### src/rtl/imm_ext_arbiter.sv
// imm_ext_arbiter: shares one 12->32 sign extender between decode (port 0) and the LSU (port 1).
// Build option: define IMM_ARB_FIXED_PRIO_EN for fixed port-0 priority instead of round-robin.
module imm_ext_arbiter #(
    parameter int unsigned TAG_W = 4
) (
    input  logic             clk,
    input  logic             reset_n,
    input  logic             req0_valid,
    input  logic [31:0]      req0_instr,
    input  logic [TAG_W-1:0] req0_tag,
    output logic             req0_ready,
    input  logic             req1_valid,
    input  logic [31:0]      req1_instr,
    input  logic [TAG_W-1:0] req1_tag,
    output logic             req1_ready,
    output logic [11:0]      ext_in,
    input  logic [31:0]      ext_out,
    output logic             res_valid,
    input  logic             res_ready,
    output logic [31:0]      res_imm,
    output logic             res_src,
    output logic [TAG_W-1:0] res_tag,
    output logic             res_err
);
    localparam int unsigned XLEN  = 32;
    localparam int unsigned IMM_W = 12;
    localparam int unsigned OP_W  = 7;

    localparam logic [OP_W-1:0] OP_LOAD   = 7'b0000011;
    localparam logic [OP_W-1:0] OP_IMM    = 7'b0010011;
    localparam logic [OP_W-1:0] OP_JALR   = 7'b1100111;
    localparam logic [OP_W-1:0] OP_STORE  = 7'b0100011;
    localparam logic [OP_W-1:0] OP_BRANCH = 7'b1100011;

    typedef enum logic {
        ST_EMPTY = 1'b0,
        ST_FULL  = 1'b1
    } state_t;

    typedef enum logic [1:0] {
        FMT_I    = 2'd0,
        FMT_S    = 2'd1,
        FMT_B    = 2'd2,
        FMT_NONE = 2'd3
    } fmt_t;

    typedef struct packed {
        logic [XLEN-1:0]  imm;
        logic             src;
        logic [TAG_W-1:0] tag;
        logic             err;
    } res_t;

    state_t state_q, state_d;
    res_t   res_q, res_d;

    logic             free_c;
    logic             grant0_c;
    logic             grant1_c;
    logic             accept_c;
    logic [XLEN-1:0]  sel_instr_c;
    logic [TAG_W-1:0] sel_tag_c;
    fmt_t             fmt_c;
    logic [XLEN-1:0]  imm_c;
    logic             unused_instr_bits;

    // Result register can take new data when empty or being drained this cycle.
    assign free_c = ~res_valid | res_ready;

`ifdef IMM_ARB_FIXED_PRIO_EN
    // Port 0 always wins; port 1 only sees the extender when decode is idle.
    assign grant0_c = req0_valid;
    assign grant1_c = req1_valid & ~req0_valid;
`else
    logic last_q;

    // last_q = 1 means port 1 was served most recently, so port 0 wins next contention.
    assign grant0_c = req0_valid & (~req1_valid | last_q);
    assign grant1_c = req1_valid & (~req0_valid | ~last_q);

    always_ff @(posedge clk) begin
        if (!reset_n) begin
            last_q <= 1'b1;
        end else if (accept_c) begin
            last_q <= grant1_c;
        end
    end
`endif

    assign req0_ready = reset_n & grant0_c & free_c;
    assign req1_ready = reset_n & grant1_c & free_c;
    assign accept_c   = (req0_valid & req0_ready) | (req1_valid & req1_ready);

    // Granted port's request; zero when nobody holds the grant.
    always_comb begin
        sel_instr_c = '0;
        sel_tag_c   = '0;
        if (grant1_c) begin
            sel_instr_c = req1_instr;
            sel_tag_c   = req1_tag;
        end else if (grant0_c) begin
            sel_instr_c = req0_instr;
            sel_tag_c   = req0_tag;
        end
    end

    // Bits 19:12 never carry a 12-bit immediate field.
    assign unused_instr_bits = ^sel_instr_c[19:12];

    // Pack the 12-bit immediate field for the extender.
    always_comb begin
        fmt_c  = FMT_NONE;
        ext_in = '0;
        case (sel_instr_c[OP_W-1:0])
            OP_LOAD, OP_IMM, OP_JALR: begin
                fmt_c  = FMT_I;
                ext_in = sel_instr_c[31:20];
            end
            OP_STORE: begin
                fmt_c  = FMT_S;
                ext_in = {sel_instr_c[31:25], sel_instr_c[11:7]};
            end
            OP_BRANCH: begin
                fmt_c  = FMT_B;
                ext_in = {sel_instr_c[31], sel_instr_c[7], sel_instr_c[30:25], sel_instr_c[11:8]};
            end
            default: begin
                fmt_c  = FMT_NONE;
                ext_in = IMM_W'(0);
            end
        endcase
    end

    // Branch offsets are in halfwords; the extender's bit 30 already replicates the sign.
    always_comb begin
        imm_c = '0;
        case (fmt_c)
            FMT_I, FMT_S: imm_c = ext_out;
            FMT_B:        imm_c = {ext_out[XLEN-2:0], 1'b0};
            default:      imm_c = '0;
        endcase
    end

    always_comb begin
        res_d     = res_q;
        res_d.imm = imm_c;
        res_d.src = grant1_c;
        res_d.tag = sel_tag_c;
        res_d.err = (fmt_c == FMT_NONE);
    end

    always_ff @(posedge clk) begin
        if (!reset_n) begin
            state_q <= ST_EMPTY;
        end else begin
            state_q <= state_d;
        end
    end

    // Accept always wins over drain so a same-cycle drain+accept stays FULL.
    always_comb begin
        state_d = state_q;
        case (state_q)
            ST_EMPTY: begin
                if (accept_c) state_d = ST_FULL;
            end
            ST_FULL: begin
                if (accept_c) begin
                    state_d = ST_FULL;
                end else if (res_ready) begin
                    state_d = ST_EMPTY;
                end
            end
            default: state_d = ST_EMPTY;
        endcase
    end

    always_ff @(posedge clk) begin
        if (!reset_n) begin
            res_q <= '0;
        end else if (accept_c) begin
            res_q <= res_d;
        end
    end

    assign res_valid = (state_q == ST_FULL);
    assign res_imm   = res_q.imm;
    assign res_src   = res_q.src;
    assign res_tag   = res_q.tag;
    assign res_err   = res_q.err;

endmodule

### config.mk
export PLATFORM = sky130hd
export DESIGN_NAME = imm_ext_arbiter
export DESIGN_NICKNAME = d
export VERILOG_FILES = /design/src/rtl/imm_ext_arbiter.sv
export SDC_FILE = /design/constraint.sdc
export NUM_CORES = 1
export LEC_CHECK = 0
export CAP_MARGIN = 20
export CORE_MARGIN = 3
export CORE_UTILIZATION = 36
export CTS_BUF_LIST = sky130_fd_sc_hd__clkbuf_8 sky130_fd_sc_hd__clkbuf_16
export DETAILED_ROUTE_END_ITERATION = 8
export PLACE_DENSITY = 0.86
export SYNTH_ARGS = -nofsm -noshare
export SYNTH_HDL_FRONTEND = slang
export SYNTH_SLANG_ARGS = --single-unit
### constraint.sdc
create_clock -name clk -period 10 [get_ports clk]
set_input_delay 3 -clock clk [delete_from_list [all_inputs] [get_ports clk]]
set_output_delay 3 -clock clk [all_outputs]
set_load 0.1 [all_outputs]
After elaboration in Yosys (flattened, before gate mapping) --
Cells that the tools add are included.
Word-level totals: register bits after elaboration 40, latch bits 0, memory bits (writable) 0, memory bits (read-only) 0, output and inout port bits 53, word-level logic and storage cells 44, memories kept 0
Operators by class: add/subtract/negate cells 0, $mul 0, div/mod/pow operators 0, order comparisons 0, eq/ne operators 8, shift operators 0, mux-type cells 11, bitwise logic cells 16, reduce and logical (&&, ||, !) cells 3
Operator list (number):
- $mux W32 | 2
- $pmux W32 S2 | 1
- $pmux W12 S3 | 1
- $eq A7 B7 Y1 const B | 2
- $and A1 B1 Y1 | 8
- $mux W4 | 2
- $eq A7 B2 Y1 const B | 1
- $eq A7 B5 Y1 const B | 1
- $eq A7 B6 Y1 const B | 1
- $pmux W2 S3 | 1
- $eq A2 B2 Y1 const B | 2
- $not A1 Y1 | 4
- $or A1 B1 Y1 | 4
- $mux W1 | 3
- $reduce_or A3 Y1 | 1
- $eq A2 B1 Y1 const B | 1
- $logic_not A2 Y1 | 1
- $pmux W1 S2 | 1
- $reduce_or A2 Y1 | 1

Depth between registers and ports, before layout --
Gate-level depths: netlist (run 1).
word-level depth 11, gate-level depth with buffers 7, mapped depth without buffers 5

Worst setup path before layout (run 1) --
OpenSTA, ideal clock, no wires.
path kind input -> output, start input req1_valid, end output ext_in[6], data arrival time 6.659 ns, data required time 7.000 ns, slack 0.341 ns, cell stages on the path 7, buffers on the path 2, path through a21boi_4 buf_4 a32oi_1 or4b_4 and2_1 clkbuf_1 o32ai_1
Between the ends: cells in the longest elaborated chain, start to end 8
RTL lines:
- from (decl) | line 12 | input logic req1_valid,
- $not A1 Y1 | line 78 | assign grant0_c = req0_valid & (~req1_valid | last_q);
- $or A1 B1 Y1 | line 78
- $and A1 B1 Y1 | line 78
- $mux W32 | line 101 | end else if (grant0_c) begin
- $mux W32 * | line 98 | if (grant1_c) begin
- $eq A7 B2 Y1 (tied with other cells) | line 114 | case (sel_instr_c[OP_W-1:0])
- $reduce_or A3 Y1 | line 114
- $pmux W12 S3 * | line 114
- to (decl) | line 16 | output logic [11:0] ext_in,
Every way passes the cells marked *; elsewhere a longest branch is shown, timed or not.

Worst setup path in the final report (run 1) --
start input req0_valid, end output ext_in[8]
Between the ends: cells in the longest elaborated chain, start to end 7
RTL lines:
- from (decl) | line 8 | input logic req0_valid,
- $not A1 Y1 | line 79 | assign grant1_c = req1_valid & (~req0_valid | ~last_q);
- $or A1 B1 Y1 | line 79
- $and A1 B1 Y1 | line 79
- $mux W32 * | line 98
- $eq A7 B2 Y1 (tied with other cells) | line 114
- $reduce_or A3 Y1 | line 114
- $pmux W12 S3 * | line 114
Marked as above.

==> results of run 1 <==
==> stage by stage <==
step	util [%]	setup WS [ns]	power [mW]	hold slack [ns]	std cells
6_report	65.0	0.739	0.391	0.472	424
5_1_grt	65.0	0.547	0.409	0.532	424
4_1_cts	65.0	0.732	0.395	0.476	424
3_5_place_dp	63.4	0.743	0.290	0.463	416
3_3_place_gp	63.4	0.838	0.289	0.447	416
2_1_floorplan	-	0.341	0.236	0.493	215
==> state kept, by name (all words and copies together), names as in the netlist <==
register and flops:
last_q 1, res_src 1, res_imm 32, res_err 1, res_valid 1, res_tag 4
==> critical path, cell delays in order <==
cell and delay, ns:
clkdlybuf4s50_1 0.68, a21boi_4 0.75, a32oi_1 0.25, or4b_4 0.65, and2_1 0.23, o32ai_1 0.34, buf_4 0.35
==> cells in the mapped netlist <==
master	count	area (µm²)
a211oi_1	1	7.51
a211oi_4	1	20.0
a21boi_4	1	18.8
a21o_1	1	7.51
a21oi_1	2	10.0
a221o_1	31	310
a221oi_1	4	35.0
a22oi_1	16	120
a32o_1	2	20.0
a32oi_1	3	26.3
a32oi_2	1	16.3
a32oi_4	1	27.5
and2_1	34	213
buf_1	1	3.75
buf_2	3	15.0
buf_4	1	7.51
buf_6	4	45.0
clkbuf_1	11	41.3
dfxtp_1	40	801
inv_1	3	11.3
mux2i_1	5	50.1
nand2_1	5	18.8
nand2b_1	2	12.5
nand3_1	7	35.0
nand3b_1	1	7.51
nor2_1	8	30.0
nor2b_1	1	6.26
nor3_1	5	25.0
nor4_1	1	6.26
o211ai_1	1	7.51
o21a_1	2	15.0
o21ai_0	1	5.00
o2bb2ai_1	5	43.8
o31ai_1	1	7.51
o32ai_1	6	52.6
or3_1	2	12.5
or4b_4	1	13.8
==> cell usage in the layout, fill, tap and decap left out, types with 2 or more instances in the layout <==
master,n
o21a_1,2
inv_1,3
clkdlybuf4s50_1,131
dfxtp_1,40
o32ai_1,6
clkinv_2,2
mux2i_1,5
a22oi_1,16
a32oi_1,3
nand3_1,7
a21oi_1,2
nor2_1,8
a32o_1,2
clkbuf_8,5
a221oi_1,4
or3_1,2
a221o_1,31
and2_1,34
nand2_1,5
o2bb2ai_1,5
nand2b_1,2
nor3_1,5
buf_4,18
==> per-layer routing <==
metal	vias to the layer above	track usage, %	share of wire, %
met5	-	0	0
met4	0	5.65	1.2
met3	7	6.40	10
met2	108	35.7	48
met1	1061	22.3	41
li1	1131	-	-
==> final timing paths <==
check	from	to	slack, ns	cells after the start
min	res_src	res_src	0.47	2
max reg2reg	last_q	res_imm[18]	7.27	6
min reg2reg	res_src	res_src	0.47	2
max	req0_valid	ext_in[8]	0.74	7
==> cells by family after synthesis <==
kind of cell | synth area share, %
AO/OA/AOI/OAI | 35.7
buffers and inverters | 5.88
flip-flops | 38.0
multiplexers | 2.38
AND/OR/NAND/NOR | 18.1
==> cell type report <==
type,instances,area share (%)
flip-flops and latches,40,22.1
clock inverters,3,0.518
well taps,72,2.49
multi-input cells,152,32.8
repair buffers,149,39.9
inverters,3,0.311
clock buffers,5,1.90
==> where the power goes <==
part           internal [mW]  switching [mW]  total (mW)
Combinational         0.0524          0.0693       0.122
Clock                 0.0486          0.0550       0.104
Sequential             0.163         0.00214       0.165
Total                  0.264           0.126       0.391
==> impl_metrics.toml, run 1 <==
[status]
outcome = "finished clean"

[final_layout]
fill_cells = 473
final_nets = 460
ff_latch_area_um2 = 801
diodes = 0
postLayoutCellArea_um2 = 3620
multi_input_area_um2 = 1190
layout-drive-gt1-share_pct = 9.09
area_growth_pct = 72.1

[global_routing]
grt_pass1_wl_um = 10500
grt_pass1_vias = 2325
grt_max_degree = 32
globalRouteTotalUtil_pct = 19.9
antenna_found_initial = 0
grt_overflow = 0

[place]
gp_routability_congestion = 0.745
dpl-instance-area_um2 = 3540
io_buffers = 145
dp_hpwl_um = 5360

[route]
wl_per_cell_um = 16.3
drc = 0
drtIter0Drc = 76
via_per_inst = 5.44
ant_nets = 0
vias = 2307
drt_pass1_iterations = 4
wl_um = 6930

[die]
die_w_um = 82.5
ios = 162
placementRows = 27
start_util_pct = 37.8
die-area_um2 = 6800
core_um2 = 5570
fp.dieH_um = 82.5

[clock_network]
cts_resized = 0
clk_latency_ns = 0.29
htreeDepth = 2
cts_setup_buffers = 0
cts-buffers-inserted = 5
clk_pin_slew_ns = 0.08
cts_root_buf = "clkbuf_8"
cts.sinks = 40
cts_hold_buf = 0
cts.path.max_buffers = 2
cts_tree = "yes"

[sta]
clock.fmax_mhz = 108
slew_headroom_pct = 32.7
period_share_pct = 92.6
slew_violations = 0
rsz0062_at_grt = "no"
tightest_slew_ns = 1.01
period_needed_ns = 9.26
setup_tns_ns = 0
timing.final.hold_violations = 0
setup_violations = 0
clock-skew-final_ns = 0.00425

[power_and_ir_drop]
p_leak_nw = 1.37
peakVddDrop_uv = 66.1
powerDensity_nw_per_um2 = 108

[setup_path]
critPathArrivalTime_ns = 6.26
required_ns = 7.00
cp-start-kind = "input port"
crit_path_end_kind = "primary output"
path_class = "input port to primary output"
crit_fanout = 30

[worst_hold_path]
hold_class = "flip-flop to flip-flop"

[logic_synthesis]
ys_seq_area_share_pct = 38.0
avgSynthCellArea_um2 = 9.79
ys_types = 37
ys_ff_latch = 40
syn_nets = 324
synth.yosys.warnings = 0
synthesis.area_um2 = 2110
syn-instance-count = 215

[flow_run]
drv_cap = 0
Note: power is estimated with default switching activity, not from simulation.
==> inputs of run 2 (changes only) <==
--- a/config.mk
+++ b/config.mk
@@ -11,6 +11,7 @@
 export CTS_BUF_LIST = sky130_fd_sc_hd__clkbuf_8 sky130_fd_sc_hd__clkbuf_16
 export DETAILED_ROUTE_END_ITERATION = 8
 export PLACE_DENSITY = 0.86
+export SLEW_MARGIN = 25
 export SYNTH_ARGS = -nofsm -noshare
 export SYNTH_HDL_FRONTEND = slang
 export SYNTH_SLANG_ARGS = --single-unit
==> results of run 2 <==
No change in the layout: final DEF, timing and power equal those of run 1.
